--- src/rtl/sipo_pkg.sv ---
// -----------------------------------------------------------------------------
// sipo_pkg
// Shared definitions for the sipo_deframer block: the framing FSM state
// encoding and a helper that sizes the bit counter for a given frame width.
// Optional feature macro used by the block: SIPO_DEFRAMER_PARITY_EN.
// -----------------------------------------------------------------------------
package sipo_pkg;

   // Framing FSM states. PAR is only entered when the parity bit is enabled.
   typedef enum logic [1:0] {
      IDLE  = 2'd0,
      SHIFT = 2'd1,
      PAR   = 2'd2
   } sipo_state_e;

   // Counter must hold the values 0..width, hence width+1 codes.
   function automatic int sipo_cnt_width(input int width);
      return $clog2(width + 1);
   endfunction

endpackage : sipo_pkg

--- src/rtl/sipo_hold_reg.sv ---
// -----------------------------------------------------------------------------
// sipo_hold_reg
// One-entry output register with a valid/ready drain port and sticky overflow.
// A word offered on load_i is captured when the register is empty or is being
// drained on the same edge; otherwise it is dropped and ovf_o is set.
//
// Ports:
//   clk      in  : clock, rising edge
//   rst      in  : asynchronous reset, active low
//   load_i   in  : a completed word is offered this cycle
//   data_i   in  : offered word
//   ready_i  in  : consumer accepts data_o
//   data_o   out : held word (stable while valid_o=1 and ready_i=0)
//   valid_o  out : data_o holds an undelivered word
//   ovf_o    out : sticky, a word was dropped because the register was full
// -----------------------------------------------------------------------------
module sipo_hold_reg #(
   parameter int WIDTH = 4
) (
   input  logic             clk,
   input  logic             rst,
   input  logic             load_i,
   input  logic [WIDTH-1:0] data_i,
   input  logic             ready_i,
   output logic [WIDTH-1:0] data_o,
   output logic             valid_o,
   output logic             ovf_o
);

   logic [WIDTH-1:0] data_q, data_d;
   logic             valid_q, valid_d;
   logic             ovf_q, ovf_d;
   logic             load_ok;

   // Room for a new word: empty now, or the current word leaves on this edge.
   assign load_ok = load_i & (~valid_q | ready_i);

   always_comb begin
      // NOTE: every signal gets its hold value first so no path leaves one
      // unassigned; that is what keeps this block free of inferred latches.
      data_d  = data_q;
      valid_d = valid_q;
      ovf_d   = ovf_q;
      if (load_ok) begin
         data_d  = data_i;
         valid_d = 1'b1;
      end else if (valid_q & ready_i) begin
         valid_d = 1'b0;
      end
      if (load_i & ~load_ok) begin
         ovf_d = 1'b1;
      end
   end

   // NOTE: state registers use non-blocking assignments so every flop samples
   // the pre-edge values, independent of statement order.
   always_ff @(posedge clk or negedge rst) begin
      if (!rst) begin
         data_q  <= '0;
         valid_q <= 1'b0;
         ovf_q   <= 1'b0;
      end else begin
         data_q  <= data_d;
         valid_q <= valid_d;
         ovf_q   <= ovf_d;
      end
   end

   assign data_o  = data_q;
   assign valid_o = valid_q;
   assign ovf_o   = ovf_q;

endmodule : sipo_hold_reg

--- src/rtl/sipo_deframer.sv ---
// -----------------------------------------------------------------------------
// sipo_deframer
// Serial-in parallel-out deframer downstream of the piso shifter. A sof strobe
// (qualified by sv) aligns the bit counter; WIDTH valid bits form a word that
// is handed to a one-entry valid/ready output register.
//
// Optional feature: define SIPO_DEFRAMER_PARITY_EN to expect one even-parity
// bit after the data bits and to add the perr output.
//
// Parameters:
//   WIDTH     : data bits per frame (>= 2)
//   MSB_FIRST : 1 = first bit lands in o[WIDTH-1], 0 = first bit lands in o[0]
//
// Ports:
//   clk      in  : clock, rising edge
//   rst      in  : asynchronous reset, active low
//   si       in  : serial data bit
//   sv       in  : si is valid this cycle
//   sof      in  : first bit of a frame (qualified by sv)
//   o        out : parallel word
//   o_valid  out : o holds an undelivered word
//   o_ready  in  : consumer accepts o
//   ovf      out : sticky, a completed word was dropped
//   sync_err out : one-cycle pulse, sof arrived mid-frame
//   perr     out : parity mismatch on the held word (parity build only)
// -----------------------------------------------------------------------------
module sipo_deframer
   import sipo_pkg::*;
#(
   parameter int WIDTH     = 4,
   parameter bit MSB_FIRST = 1'b1
) (
   input  logic             clk,
   input  logic             rst,
   input  logic             si,
   input  logic             sv,
   input  logic             sof,
   output logic [WIDTH-1:0] o,
   output logic             o_valid,
   input  logic             o_ready,
   output logic             ovf,
   output logic             sync_err
`ifdef SIPO_DEFRAMER_PARITY_EN
   ,
   output logic             perr
`endif
);

   localparam int CW = sipo_cnt_width(WIDTH);

`ifdef SIPO_DEFRAMER_PARITY_EN
   localparam int HW = WIDTH + 1;   // parity-error flag travels with the word
`else
   localparam int HW = WIDTH;
`endif

   sipo_state_e      state_q, state_d;
   logic [CW-1:0]    cnt_q, cnt_d;
   logic [WIDTH-1:0] shreg_q, shreg_d;
   logic             sync_err_q, sync_err_d;
   logic             done;
   logic [HW-1:0]    hold_in;
   logic [HW-1:0]    hold_out;

   // Insert one bit; the direction decides where the first bit ends up.
   function automatic logic [WIDTH-1:0] shift_in(input logic [WIDTH-1:0] cur,
                                                 input logic             b);
      if (MSB_FIRST) return {cur[WIDTH-2:0], b};
      else           return {b, cur[WIDTH-1:1]};
   endfunction

   always_comb begin
      state_d    = state_q;
      cnt_d      = cnt_q;
      shreg_d    = shreg_q;
      sync_err_d = 1'b0;
      done       = 1'b0;
      if (sv) begin
         if (sof) begin
            // A sof always restarts framing; only mid-frame it is an error.
            sync_err_d = (state_q != IDLE);
            shreg_d    = shift_in('0, si);
            cnt_d      = CW'(1);
            state_d    = SHIFT;
         end else begin
            case (state_q)
               SHIFT: begin
                  shreg_d = shift_in(shreg_q, si);
                  cnt_d   = cnt_q + CW'(1);
                  if (cnt_q == CW'(WIDTH - 1)) begin
`ifdef SIPO_DEFRAMER_PARITY_EN
                     state_d = PAR;
`else
                     done    = 1'b1;
                     state_d = IDLE;
                     cnt_d   = '0;
`endif
                  end
               end
`ifdef SIPO_DEFRAMER_PARITY_EN
               PAR: begin
                  // Shift register already holds the full word; si is parity.
                  done    = 1'b1;
                  state_d = IDLE;
                  cnt_d   = '0;
               end
`endif
               default: ;   // IDLE without sof: bit is discarded
            endcase
         end
      end
   end

`ifdef SIPO_DEFRAMER_PARITY_EN
   // Even parity: data bits plus parity bit must XOR to zero.
   assign hold_in = {^{shreg_q, si}, shreg_q};
`else
   assign hold_in = shreg_d;
`endif

   always_ff @(posedge clk or negedge rst) begin
      if (!rst) begin
         state_q    <= IDLE;
         cnt_q      <= '0;
         shreg_q    <= '0;
         sync_err_q <= 1'b0;
      end else begin
         state_q    <= state_d;
         cnt_q      <= cnt_d;
         shreg_q    <= shreg_d;
         sync_err_q <= sync_err_d;
      end
   end

   sipo_hold_reg #(
      .WIDTH (HW)
   ) u_hold (
      .clk     (clk),
      .rst     (rst),
      .load_i  (done),
      .data_i  (hold_in),
      .ready_i (o_ready),
      .data_o  (hold_out),
      .valid_o (o_valid),
      .ovf_o   (ovf)
   );

   assign o        = hold_out[WIDTH-1:0];
   assign sync_err = sync_err_q;

`ifdef SIPO_DEFRAMER_PARITY_EN
   // Gating with o_valid clears the flag as soon as the word is taken.
   assign perr = hold_out[WIDTH] & o_valid;
`endif

endmodule : sipo_deframer

--- config.mk ---
export PLATFORM = sky130hd
export DESIGN_NAME = sipo_deframer
export DESIGN_NICKNAME = d
export VERILOG_FILES = /design/src/rtl/sipo_pkg.sv /design/src/rtl/sipo_hold_reg.sv /design/src/rtl/sipo_deframer.sv
export SDC_FILE = /design/constraint.sdc
export NUM_CORES = 1
export LEC_CHECK = 0
export ABC_AREA = 1
export CAP_MARGIN = 20
export CORE_MARGIN = 1.5
export CORE_UTILIZATION = 51
export DETAILED_ROUTE_END_ITERATION = 8
export GPL_TIMING_DRIVEN = 0
export PLACE_DENSITY = 0.81
export SETUP_SLACK_MARGIN = 0.05
export SYNTH_ARGS = -nofsm -noshare
export SYNTH_HDL_FRONTEND = slang
export SYNTH_SLANG_ARGS = --single-unit
--- constraint.sdc ---
create_clock -name clk -period 2.7 [get_ports clk]
set_input_delay 0.27 -clock clk [delete_from_list [all_inputs] [get_ports clk]]
set_output_delay 0.27 -clock clk [all_outputs]
set_load 0.02 [all_outputs]
After elaboration in Yosys (flattened, before gate mapping)
Cells that the tools add are included.
{"block": "totals", "wordCells": 39, "in_bits": 6, "out_inout_bits": 7, "ff_bits": 16}
{"block": "classes", "reduce_logical": 6, "bitwise": 6, "n_eq_ne": 2, "addsub": 1, "muxes": 17}
{"op": "$mux 4", "count": 3}
{"op": "$mux 3", "count": 3}
{"op": "$mux 1", "count": 8}
{"op": "$reduce_bool 2->1", "count": 4}
{"op": "$mux 2", "count": 3}
{"op": "$add 3x1->3 const B", "count": 1}
{"op": "$and 1x1->1", "count": 3}
{"op": "$eq 3x2->1 const B", "count": 1}
{"op": "$reduce_and 3->1", "count": 1}
{"op": "$eq 2x1->1 const B", "count": 1}
{"op": "$not 1->1", "count": 2}
{"op": "$reduce_and 2->1", "count": 1}
{"op": "$or 1x1->1", "count": 1}

Depth between registers and ports, before layout
Gate-level depths: netlist of run 1.
{"block": "logic_depth", "depth_word": 8, "ltp_mapped": 7, "depth_no_buf": 7}

Modules after synthesis
Synthesis of run 1 repeated with hierarchy kept, for this count alone.
{"block": "hier_totals", "cells_unflattened": 78, "area_unflattened_um2": 656.9}
{"mod": "sipo_deframer", "cells_each": 54, "n_inst": 1, "area_per_inst_um2": 425.4, "seq_area_each_um2": 225.2}
{"mod": "sipo_hold_reg", "cells_each": 24, "n_inst": 1, "area_per_inst_um2": 231.5, "seq_area_each_um2": 150.1}

Worst setup path before layout of run 1
Ideal clock, no wire load.
{"block": "synth_timing", "kind": "register to register", "start": "register cnt_q[0]", "end": "register u_hold.data_q[0], in the netlist u_hold.data_o[0]", "stages_incl_launch_ff": 8, "t_arrival_ns": 0.952, "synth_period_minus_slack_ns": 1.069, "setup_time_ns": 0.116, "t_required_ns": 2.584, "path_slack_ns": 1.631, "n_path_buf": 0, "path_cell_list": "dfrtp_1 > ha_1 > nand2_1 > inv_1 > nand2_4 > nor2_4 > nand2_1 > nand2_1"}
{"block": "synth_via", "elab_chain_cells": 6}
{"element": "from (decl)", "line_no": "sipo_deframer.sv:58", "source": "logic [CW-1:0] cnt_q, cnt_d;"}
{"element": "from (signal assigned)", "line_no": "sipo_deframer.sv:129", "source": "cnt_q <= cnt_d;"}
{"element": "$eq 3x2->1", "line_no": "sipo_deframer.sv:90", "source": "if (cnt_q == CW'(WIDTH - 1)) begin"}
{"element": "$mux 1", "line_no": "sipo_deframer.sv:90"}
{"element": "$mux 1", "line_no": "sipo_deframer.sv:86", "source": "case (state_q)"}
{"element": "$mux 1", "line_no": "sipo_deframer.sv:79", "source": "if (sof) begin"}
{"element": "$mux 1", "line_no": "sipo_deframer.sv:78", "source": "if (sv) begin"}
{"element": "$and 1x1->1", "line_no": "sipo_hold_reg.sv:36", "source": "assign load_ok = load_i & (~valid_q | ready_i);"}
{"element": "to (signal assigned)", "line_no": "sipo_hold_reg.sv:63", "source": "data_q <= data_d;"}
{"element": "to (decl)", "line_no": "sipo_hold_reg.sv:30", "source": "logic [WIDTH-1:0] data_q, data_d;"}
No other way between the ends.
A chain may end at the register's enable or synchronous reset.

Worst setup path in the final report of run 1
{"block": "layout_timing", "start": "register u_hold.data_q[0], in the netlist u_hold.data_o[0]", "end": "output o[0]"}
{"element": "to (decl)", "line_no": "sipo_deframer.sv:38", "source": "output logic [WIDTH-1:0] o,"}
No word-level cell between the ends.

==> impl_metrics.toml, run 1 <==
[synth]
synthTopCellsByArea = "dfrtp_1 (56%), nand2_1 (17%), inv_1 (6.8%)"
ys_seq_area_share_pct = 56.4
yosysTopAreaCellShare_pct = 56.4
syn_area_sq_um = 666
synth_area_leader_cell = "dfrtp_1"
ys_seq_elements = 15
syn_nets = 85
yosys_warnings = 0
syn_avg_cell_area_sq_um = 8.53
syn_inst = 78
yosys.cell_types.count = 13

[worst_setup_path]
startpoint = "u_hold.data_o[0]"
max_stage_delay_ns = 0.61
critPathLaunchType = "flop"
cp.depth = 1
r2r_end = "u_hold.data_o[0]"
crit_arrival_ns = 1.25
worstSetupPathType = "reg -> out"
path_cells = "clkdlybuf4s50_1"
r2r.worst_path.cells = 7
path_buf_inv = 1
endpoint_kind = "primary output"
critPathCapture = "o[0]"
r2r_slack_ns = 1.54
cp_top_family = "buffers and inverters"
critical_path.max_fanout = 2
critPathRequiredTime_ns = 2.43
slowest_stage = "clkdlybuf4s50_1"
r2r-start = "cnt_q[0]"

[floorplanning]
die_w_um = 39.1
dieArea_sq_um = 1530
rows = 12
initial_core_util_pct = 57.6
ios = 13
die_y_um = 39.1
core-area_sq_um = 1160

[global_routing]
grt_pass1_wl_mm = 2.11
grt_max_degree = 16
grt_use_total_pct = 22.2
gr-total-overflow = 0
grt_pass1_vias = 510
antenna_found_initial = 0

[power]
combPwrFrac_pct = 37.0
p_leak_nw = 0.451
switchingPower_mw = 0.270
pwr-share-clk_pct = 17.6
seqPwrFrac_pct = 45.4
switching_share_pct = 36.8
pwr_density_cell_nw_per_um2 = 886
intPower_mw = 0.465
peakVddDrop_mv = 0.509

[clocking]
cts_buffer_depth = 2
cts_sinks = 15
cts_tree = "done"
cts_setup_buffers = 0
path_clk_slew_ns = 0.09
cts_resized = 0
cts.htree.levels = 1
numCtsBuffers = 3
worst_skew_pair.late_latency_ns = 0.29
cts_hold_buffers = 0
cts-root-buf = "clkbuf_4"

[sta]
grt_setup_unrepaired = "no"
holdWs_ns = 0.365
fin_ws_ns = 1.18
setup_viol = 0
final_hold_viol_count = 0
max_freq_ghz = 0.658
report.final.slew_viol_count = 0
fin_skew_ns = 0.00608
relSlewSlack_pct = 58.1
min_period_ns = 1.52
period_share_pct = 56.3
worst_slew_pin_slew_ns = 0.626
finalSetupTns_ns = 0

[routing]
viasPerCell = 5.04
vias = 544
wl_per_cell_um = 11.3
ant_nets = 0
route.detailed.drc = 0
drtIter0Drc = 10
wl_mm = 1.22
drtPass1Iterations = 4

[placed_design]
post_dp_cell_area_sq_um = 803
dpl_worst_slack_ns = 1.17
place_hpwl_um = 923
gp_congestion = 0.776
io_buffer_count = 12

[status]
outcome = "finished clean"

[final_layout]
layout_common_cells = "nand2_1 (31), dfrtp_1 (15), inv_1 (12), clkdlybuf4s50_1 (12), nand3_1 (8)"
final_util_pct = 71.8
final_common_cell = "nand2_1"
final_nets = 102
diodes = 0
area_growth_pct = 24.6
design_area_sq_um = 830
drive_gt1_share_pct = 7.45

[hold_path]
hold_class = "in -> async"

[job]
drv_cap = 0
==> power by group through the flow <==
stage	Sequential [mW]	Clock (mW)	Combinational (mW)
after floorplan	0.370	0	0.131
after global placement	0.334	0	0.268
after detailed placement	0.338	0	0.274
after CTS	0.334	0.132	0.276
after global routing	0.343	0.143	0.305
final	0.334	0.129	0.272
==> state kept, by name, indices dropped and copies added (netlist names) <==
name and count:
cnt_q 3, shreg_q 4, state_q 1, sync_err 1
u_hold.data_o 4, u_hold.ovf_o 1, u_hold.valid_o 1
==> per-stage QoR <==
step                power, mW  cells
floorplan               0.501     78
global placement        0.602    104
detailed placement      0.612    104
CTS                     0.742    108
global route            0.791    108
finish                  0.735    108
==> cell usage after synthesis (all sizes together) <==
library cell,number
nand2,33
nand3,8
inv,12
nor2,5
ha,1
a21oi,1
o211ai,1
o21bai,1
dfrtp,15
o21ai,1
==> layer usage <==
| layer | share of wire (%) | wire, um | global-route usage (%) | vias up |
|---|---|---|---|---|
| met2 | 47 | 570 | 33.3 | 13 |
| met4 | 3.1 | 38 | 15.5 | 0 |
| li1 | - | - | - | 271 |
| met5 | 0 | 0 | 0 | - |
| met3 | 4.7 | 57 | 6.94 | 5 |
| met1 | 45 | 554 | 26.6 | 255 |
==> layout make-up <==
| class | count | area [sq um] |
|---|---|---|
| repair buffers | 12 | 120 |
| inverters | 12 | 45.0 |
| flip-flops and latches | 15 | 375 |
| clock buffers | 4 | 26.3 |
| well taps | 14 | 17.5 |
| multi-input cells | 51 | 245 |
| fillers | 100 | 327 |
==> worst min path at each step <==
stage,to,slack (ns),start
after CTS,state_q[0],0.39,rst
final,shreg_q[3],0.36,rst
after floorplan,cnt_q[0],-0.03,rst
after global placement,u_hold.data_o[3],0.47,u_hold.data_o[3]
after detailed placement,u_hold.data_o[2],0.47,u_hold.data_o[2]
after global routing,shreg_q[3],0.42,rst
==> cells by family (layout without fill, tap and decap cells) <==
family | Yosys count | after routing | synth area share (%)
AOI/OAI and AO/OA | 4 | 4 | 3.76
adders and majority gates | 1 | 1 | 1.88
buffers and inverters | 12 | 28 | 6.77
DFF | 15 | 15 | 56.4
and+or+nand+nor | 46 | 46 | 31.2
Power figures use the tool's default switching activity.
==> inputs of run 2 (changes only) <==
--- a/config.mk
+++ b/config.mk
@@ -8,10 +8,10 @@
 export ABC_AREA = 1
 export CAP_MARGIN = 20
 export CORE_MARGIN = 1.5
-export CORE_UTILIZATION = 51
+export CORE_UTILIZATION = 43
 export DETAILED_ROUTE_END_ITERATION = 8
 export GPL_TIMING_DRIVEN = 0
-export PLACE_DENSITY = 0.81
+export PLACE_DENSITY = 0.73
 export SETUP_SLACK_MARGIN = 0.05
 export SYNTH_ARGS = -nofsm -noshare
 export SYNTH_HDL_FRONTEND = slang
==> constraint.sdc (replaced) <==
create_clock -name clk -period 1.3 [get_ports clk]
set_input_delay 0.13 -clock clk [delete_from_list [all_inputs] [get_ports clk]]
set_output_delay 0.13 -clock clk [all_outputs]
set_load 0.02 [all_outputs]
==> impl_metrics.toml, run 2 (synthesis gave the netlist of run 1 again) <==
[power]
pwr_density_cell_nw_per_um2 = 1800
p_leak_nw = 0.477
peakVddDrop_mv = 0.836

[worst_setup_path]
path_buf_inv = 1
endpoint_kind = "flop"
critPathLaunchType = "flop"
path_cells = "ha_1 > nand2_2 > inv_2 > nand2_4 > nor2_4 > nand2_1 > nand2_1"
cp_top_family = "flip-flops"
critPathRequiredTime_ns = 1.48
crit_top_cell = "nand2_1"
slowest_stage = "dfrtp_1"
worstSetupPathType = "reg -> reg"
crit_arrival_ns = 1.30
critical_path.max_fanout = 4
max_stage_delay_ns = 0.39

[routing]
wl_per_cell_um = 11.0
drtIter0Drc = 11
wl_mm = 1.21
viasPerCell = 4.88
ant_nets = 0
drtPass1Iterations = 4
vias = 537
route.detailed.drc = 0

[sta]
setup_viol = 0
max_freq_ghz = 0.890
grt_setup_unrepaired = "no"
final_hold_viol_count = 0
fin_ws_ns = 0.176
min_period_ns = 1.12
period_share_pct = 86.5
worst_slew_pin_slew_ns = 0.663
finalSetupTns_ns = 0
relSlewSlack_pct = 55.7
fin_skew_ns = 0.00105
report.final.slew_viol_count = 0

[global_routing]
grt_use_total_pct = 16.0
grt_pass1_vias = 511
grt_pass1_wl_mm = 2.10
grt_max_degree = 16
antenna_found_initial = 0
gr-total-overflow = 0

[final_layout]
final_nets = 102
diodes = 0
drive_gt1_share_pct = 10.6
layout_common_cells = "nand2_1 (30), dfrtp_1 (14), inv_1 (11), nand3_1 (8), dlygate4sd2_1 (7)"
n_fill_cell = 144
final_common_cell = "nand2_1"
area_growth_pct = 24.2
instances_no_fill = 110

[floorplanning]
die_y_um = 42.3
ios = 13
dieArea_sq_um = 1790
die_w_um = 42.3
initial_core_util_pct = 45.2
core-area_sq_um = 1470
rows = 14

[clocking]
worst_skew_pair.late_latency_ns = 0.28
cts.htree.levels = 1
cts_tree = "done"
cts_buffer_depth = 2
cts_sinks = 15
path_clk_slew_ns = 0.09
numCtsBuffers = 3
cts-root-buf = "clkbuf_4"
cts_setup_buffers = 0

[placed_design]
io_buffer_count = 12
dp_cells = 106
place_hpwl_um = 877
gp_congestion = 0.766
dpl_worst_slack_ns = -0.0779

[job]
drv_cap = 0

[status]
outcome = "finished clean"

[hold_path]
hold_class = "in -> async"
run 2: per-stage QoR:
step                      util [%]  total power [mW]  area [sq um]  hold WS, ns
after floorplan                  -              1.04           666       -0.166
after global placement        54.8              1.25           806        0.465
after detailed placement      54.8              1.26           806        0.466
after CTS                     56.0              1.48           823        0.272
after global routing          56.2              1.60           827        0.306
final                         56.2              1.49           827        0.249
run 2: routing by layer:
metal	part of all wire [%]	track usage (%)	vias up
li1	-	-	272
met1	48	21.3	243
met2	45	23.7	18
met3	4.1	3.88	4
met4	2.8	9.38	0
met5	0	0	-
run 2: area by class of cell:
type | count | area [sq um] | area share (%)
flip-flops and latches | 15 | 377 | 45.5
multi-input cells | 51 | 248 | 30.0
repair buffers | 12 | 111 | 13.5
inverters | 12 | 45.0 | 5.45
clock buffers | 4 | 26.3 | 3.18
well taps | 16 | 20.0 | 2.42
run 2: worst paths after layout:
kind / startpoint / end / slack (ns) / cells past startpoint
max in group asynchronous: rst / state_q[0] / 0.59 / 1
min in group clk: si / shreg_q[0] / 0.40 / 3
hold reg to reg: u_hold.data_o[2] / u_hold.data_o[2] / 0.48 / 2
hold / removal: rst / u_hold.data_o[3] / 0.25 / 1
setup reg to reg: cnt_q[0] / u_hold.data_o[3] / 0.18 / 7
setup / recovery: cnt_q[0] / u_hold.data_o[3] / 0.18 / 7
run 2: timing repair:
item                       in CTS  in global routing
hold endpoints to repair        0                  0
resized for setup               7                  3
setup endpoints to repair       7                  4
hold buffers                    0                  0
run 2: report_power, final:
part	switching, mW	leakage, nW	internal (mW)
Combinational	0.329	0.267	0.199
Clock	0.149	0.0150	0.119
Sequential	0.0840	0.195	0.608
Total	0.561	0.477	0.925
